File: src/rtl/div2_engine_if.sv
// Launch/done handshake and byte-wide data-memory port of the div2 engine.
// The engine drives through master; the host and memory sit on slave.
interface div2_engine_if;
    logic       Start;
    logic       Ack;
    logic [7:0] MemAddr;
    logic [7:0] MemRdData;
    logic       MemWrEn;
    logic [7:0] MemWrData;

    modport master (
        input  Start,
        input  MemRdData,
        output Ack,
        output MemAddr,
        output MemWrEn,
        output MemWrData
    );

    modport slave (
        output Start,
        output MemRdData,
        input  Ack,
        input  MemAddr,
        input  MemWrEn,
        input  MemWrData
    );
endinterface

File: src/rtl/div2_engine.sv
// Memory-attached 16x8 fractional divider: Q = floor(dividend*256/divisor).
// Restoring, MSB-first, one quotient bit per cycle over {dividend, 8'h00}.
module div2_engine (
    input  logic           Clk,
    input  logic           Reset,
    div2_engine_if.master  bus
);

    typedef enum logic [3:0] {
        IDLE, LD0, LD1, LD2, DIV, ST0, ST1, ST2, DONE
    } state_t;

    state_t      state;
    state_t      state_n;
    logic        start_q;
    logic        ack_q;
    logic [23:0] num;
    logic [8:0]  rem;
    logic [7:0]  dvsr;
    logic [4:0]  cnt;

    logic [8:0]  rem_sh;
    logic [8:0]  rem_d;
    logic        q_bit;
    logic        launch;
    logic        rearm;

    logic [7:0]  addr;
    logic        wr_en;
    logic [7:0]  wr_data;

    assign launch = start_q && !bus.Start;
    assign rearm  = !start_q && bus.Start;

    // rem[8] is never set in practice; folding it in keeps the step exact
    assign rem_sh = {rem[7:0], num[23]};
    assign q_bit  = rem[8] || (rem_sh >= {1'b0, dvsr});
    assign rem_d  = q_bit ? rem_sh - {1'b0, dvsr} : rem_sh;

    always_ff @(posedge Clk or negedge Reset) begin
        if (!Reset) begin
            state   <= IDLE;
            start_q <= 1'b0;
            ack_q   <= 1'b0;
        end else begin
            state   <= state_n;
            start_q <= bus.Start;
            ack_q   <= (state_n == DONE);
        end
    end

    always_comb begin
        state_n = state;
        unique case (state)
            IDLE: if (launch) state_n = LD0;
            LD0:  state_n = LD1;
            LD1:  state_n = LD2;
            LD2:  state_n = (bus.MemRdData == 8'h00) ? ST0 : DIV;
            DIV:  if (cnt == 5'd23) state_n = ST0;
            ST0:  state_n = ST1;
            ST1:  state_n = ST2;
            ST2:  state_n = DONE;
            DONE: if (rearm) state_n = IDLE;
            default: state_n = IDLE;
        endcase
    end

    always_comb begin
        addr    = 8'd0;
        wr_en   = 1'b0;
        wr_data = 8'h00;
        unique case (state)
            LD0: addr = 8'd0;
            LD1: addr = 8'd1;
            LD2: addr = 8'd2;
            ST0: begin
                addr    = 8'd4;
                wr_en   = 1'b1;
                wr_data = num[23:16];
            end
            ST1: begin
                addr    = 8'd5;
                wr_en   = 1'b1;
                wr_data = num[15:8];
            end
            ST2: begin
                addr    = 8'd6;
                wr_en   = 1'b1;
                wr_data = num[7:0];
            end
            default: ;
        endcase
    end

    // num holds the numerator and fills with quotient bits as it shifts
    always_ff @(posedge Clk or negedge Reset) begin
        if (!Reset) begin
            num  <= 24'h0;
            rem  <= 9'h0;
            dvsr <= 8'h0;
            cnt  <= 5'd0;
        end else begin
            unique case (state)
                LD0: num[23:16] <= bus.MemRdData;
                LD1: num[15:0]  <= {bus.MemRdData, 8'h00};
                LD2: begin
                    dvsr <= bus.MemRdData;
                    rem  <= 9'h0;
                    cnt  <= 5'd0;
                    if (bus.MemRdData == 8'h00) num <= 24'hFFFFFF;
                end
                DIV: begin
                    num <= {num[22:0], q_bit};
                    rem <= rem_d;
                    cnt <= cnt + 5'd1;
                end
                default: ;
            endcase
        end
    end

    assign bus.Ack       = ack_q;
    assign bus.MemAddr   = addr;
    assign bus.MemWrEn   = wr_en;
    assign bus.MemWrData = wr_data;

endmodule
File: src/flat_wrapper.sv
// flat-port wrapper written by rule: the top's interface ports become plain ports
module div2_engine_flat 
  (Clk, Reset, bus_Start, bus_MemRdData, bus_Ack, bus_MemAddr, bus_MemWrEn, bus_MemWrData);
  div2_engine_if bus_i ();
  input  logic Clk;
  input  logic Reset;
  input wire logic [$bits(bus_i.Start)-1:0] bus_Start;
  input wire logic [$bits(bus_i.MemRdData)-1:0] bus_MemRdData;
  output wire logic [$bits(bus_i.Ack)-1:0] bus_Ack;
  output wire logic [$bits(bus_i.MemAddr)-1:0] bus_MemAddr;
  output wire logic [$bits(bus_i.MemWrEn)-1:0] bus_MemWrEn;
  output wire logic [$bits(bus_i.MemWrData)-1:0] bus_MemWrData;
  assign bus_i.Start = bus_Start;
  assign bus_i.MemRdData = bus_MemRdData;
  assign bus_Ack = bus_i.Ack;
  assign bus_MemAddr = bus_i.MemAddr;
  assign bus_MemWrEn = bus_i.MemWrEn;
  assign bus_MemWrData = bus_i.MemWrData;
  div2_engine u_core (.Clk(Clk), .Reset(Reset), .bus(bus_i));
endmodule
File: config.mk
export PLATFORM = sky130hd
export DESIGN_NAME = div2_engine_flat
export DESIGN_NICKNAME = d
export VERILOG_FILES = /design/src/rtl/div2_engine_if.sv /design/src/rtl/div2_engine.sv /design/src/flat_wrapper.sv
export SDC_FILE = /design/constraint.sdc
export NUM_CORES = 1
export LEC_CHECK = 0
export BUFFER_PORTS_ARGS = -buffer_cell sky130_fd_sc_hd__buf_2
export CAP_MARGIN = 20
export CORE_MARGIN = 2
export CORE_UTILIZATION = 45
export DETAILED_ROUTE_END_ITERATION = 7
export PLACE_DENSITY = 0.71
export SLEW_MARGIN = 20
export SYNTH_ARGS = -nofsm -noshare
export SYNTH_HDL_FRONTEND = slang
export SYNTH_SLANG_ARGS = --single-unit
File: constraint.sdc
create_clock -name Clk -period 4.63 [get_ports Clk]
set_clock_uncertainty 0.1 [all_clocks]
set_input_delay 0.6945 -clock Clk [delete_from_list [all_inputs] [get_ports Clk]]
set_output_delay 0.6945 -clock Clk [all_outputs]
set_load 0.005 [all_outputs]
==> run metrics <==
status=finished clean; global-route wire length before repair=11.83 mm; period utilisation layout=63.48%; Clk pwr share=11.7%; Antenna Cells=0; GP Congestion=0.8878; share of cells above drive strength 1=a little under a fifth; cts repair resizes=0; post-route ant nets=0; Fmax=0.3402 GHz; Slew Limit Fails=0; Seq pwr share=33.5%; MaxCap Viol Count=0; sequence of cells on the critical path=nor2b_1 -> a22oi_1 -> nor2_1 -> buf_2; grt met3 use=2.844%; worst-case vdd ir drop=around 440 uV; via count=2490; Clock Pin Slew Worst Setup and Hold Paths=0.10 ns; Pwr per Cell Area=807.3 nW/um2; DRT iter0 DRCs=167; Synth cell types=between 50 and 60; CORE AREA=6756 um2; nets=between 300 and 400; Initial Utilization=46.09%; vias per cell=5.764; die area=7602 um2; area leader, netlist=dfrtp_1; # rows=30; Setup crit end kind=primary output; Max-Slew Margin vs Limit=50.13%; worst min path class=input port to async pin; CP required=3.84 ns; I/O Buffers=23; grt ovf=0; Final Hold Fails=0; Synth area leaders=dfrtp_1 (42%), mux2_2 (8.7%), nor2_1 (7.0%); Global Route Usage Sum=19.76%; Cell Int Power=0.001463 W; top-area cell type share of the netlist area=41.78%; Static Leak=1.506 nW; Data arrival, critical path=2.14 ns; Main synth FF type=dfrtp_1; number of synthesized register bits=between 50 and 60; RSZ-0062 raised after global routing=no; P_sw=0.001216 W; fin crit period=2.939 ns; FF-to-FF End=u_core.rem[2]; met1 GRT Util=27.38%; Clock Path Buffers=2; I/O pin cnt=29; final core occ=49.11%; DRC=0; YS warnings=0; clk sink count=52; clk root buf=clkbuf_8; Worst path slowest cell=dfrtp_1; wire per inst=roughly 16 um; CTS Buf Count=5; GRT busiest layer=met2; DR pass1 iterations=4; final setup fails=0; level count of the clock H-tree=2; Setup Crit Path Kind=flip-flop to primary output; Worst Tran Pin Value=0.7481 ns; Worst R2R Start=u_core.rem[5]; CP peak stage delay=0.84 ns; clk_lat worst skew=0.31 ns; chip height=between 80 and 90 um; Comb pwr share=54.8%; flop-to-flop setup slack=2.07 ns; Post-Synthesis Cells=341; Post-synth EDFFs=0; sequential share of the synthesized area=41.78%; FF-to-FF path depth=6; Setup TNS Final=0 ns; CP Launch Type=flip-flop; initial antenna violation count=0; Avg Cell Area, Syn=about 9 um2; die extent in x=between 80 and 90 um; HPWL after DPL=4.840 mm; Synth Cell Area=roughly 3100 um2; largest net degree at the start of global routing=53; CTS Hold Bufs=0; CP Max Fanout=19; met2 usage=roughly 32%; Async S/R FF share, synth=between 90% and 100%; Switching Fraction=between 40% and 50%; Setup Buffers After CTS=0; Routed WL=7.072 mm; number of global-route vias before repair=around 2400; area growth from synthesis to layout=6.549%; CTS tree=yes
==> logic make-up (layout without fill, tap and decap cells) <==
| family | after synthesis | count (layout) | synth area share [%] |
|---|---|---|---|
| AOI/OAI and AO/OA | 68 | 68 | 16.11 |
| xor gates and xnor gates | 8 | 8 | 2.250 |
| adders and majority gates | 10 | 10 | 4.259 |
| buffers and inverters | 41 | 48 | 7.111 |
| DFF | 52 | 52 | 41.78 |
| muxes | 26 | 26 | 9.321 |
| other | 1 | 5 | 0.1204 |
| and+or+nand+nor | 135 | 135 | 19.04 |
==> per-layer routing <==
layer / share of wire [%] / up-vias
li1: - / 1195
met1: 45 / 1221
met2: 50 / 65
met3: 4.1 / 9
met4: 1.3 / 0
met5: 0 / -
==> cell usage in the layout (no fill, tap or decap), types with 2 or more instances in the layout <==
cell,n
xnor2_1,4
conb_1,5
nor3_1,3
and2_1,2
inv_1,12
o311ai_2,2
a221oi_2,2
a21oi_1,12
buf_2,23
a211oi_1,2
nand3b_1,4
nor2_1,58
a22oi_1,8
buf_4,4
o211ai_1,6
o21ai_1,2
a22o_1,2
nand3_1,11
a221oi_1,5
mux2i_1,2
nor4_1,2
nand2b_1,4
nand2_1,40
xor2_1,4
dfrtp_1,52
ha_1,9
clkbuf_8,5
a21o_1,2
nand4_1,4
mux2_2,24
o21ai_0,13
==> registers in the layout, indices dropped and copies added, names as in the netlist <==
name,cells
u_core.bus.Ack,1
u_core.cnt,5
u_core.dvsr,8
u_core.state,4
u_core.num,24
u_core.rem,9
u_core.start_q,1
==> how the worst max path moves through the flow <==
stage	end	from	cells past startpoint
after global routing	bus_MemWrData[3]	u_core.state[0]	4
after floorplan	bus_MemWrData[0]	u_core.state[0]	5
after detailed placement	u_core.num[13]	u_core.state[0]	5
final	bus_MemWrData[7]	u_core.state[0]	4
after global placement	u_core.rem[2]	u_core.rem[5]	6
after CTS	bus_MemWrData[5]	u_core.state[0]	4
==> stage by stage <==
step / std cells / total power [W] / hold slack [ns] / cell area [um2] / setup slack [ns]
finish: 432 / 0.002679 / 0.3955 / 3318 / 1.691
global route: 432 / 0.002906 / 0.3866 / 3318 / 1.526
CTS: 432 / 0.002682 / 0.3935 / 3318 / 1.740
detailed placement: 424 / 0.002365 / 0.3911 / 3207 / 2.077
global placement: 424 / 0.002315 / 0.3725 / 3207 / 2.110
floorplan: 345 / 0.002050 / 0.2989 / 3129 / 2.457
==> synthesized netlist by cell type (2+ instances only) <==
library cell and instances:
nor2_1 58, dfrtp_1 52, nand2_1 40, mux2_2 24, buf_2 13, o21ai_0 13, a21oi_1 12, inv_1 12
nand3_1 11, ha_1 9, a22oi_1 8, o211ai_1 6, a221oi_1 5, buf_4 5, nand2b_1 4, nand3b_1 4
nand4_1 4, nor3_1 4, xnor2_1 4, xor2_1 4, buf_1 3, buf_6 3, clkbuf_1 3, a211oi_1 2
a21o_1 2, a221oi_2 2, a22o_1 2, and2_1 2, mux2i_1 2, nor4_1 2, o21ai_1 2, o311ai_2 2
==> cell type report <==
type	instances	area, um2
fill	661	3438
multi-input combinational	252	1612
sequential	52	1301
timing repair buffer	27	145.1
tap	80	100.1
clock buffer	5	68.82
inverter	13	48.80
clock inverter	3	42.54
==> worst max-delay path: cells and delay by family, from the launching register on <==
family / cells / cell delay, ns
AO/OA/AOI/OAI: 1 / 0.21
buffers and inverters: 1 / 0.12
flip-flops: 1 / 0.84
AND/OR/NAND/NOR: 2 / 0.67
==> power groups by stage <==
stage | Combinational, W | Sequential (W) | Clock (W)
finish | 0.00147 | 0.000896 | 0.000313
global route | 0.00165 | 0.000923 | 0.000338
CTS | 0.00147 | 0.000892 | 0.000320
detailed placement | 0.00146 | 0.000900 | 0
global placement | 0.00143 | 0.000882 | 0
floorplan | 0.00127 | 0.000780 | 0
(Power assumes the default switching activity.)
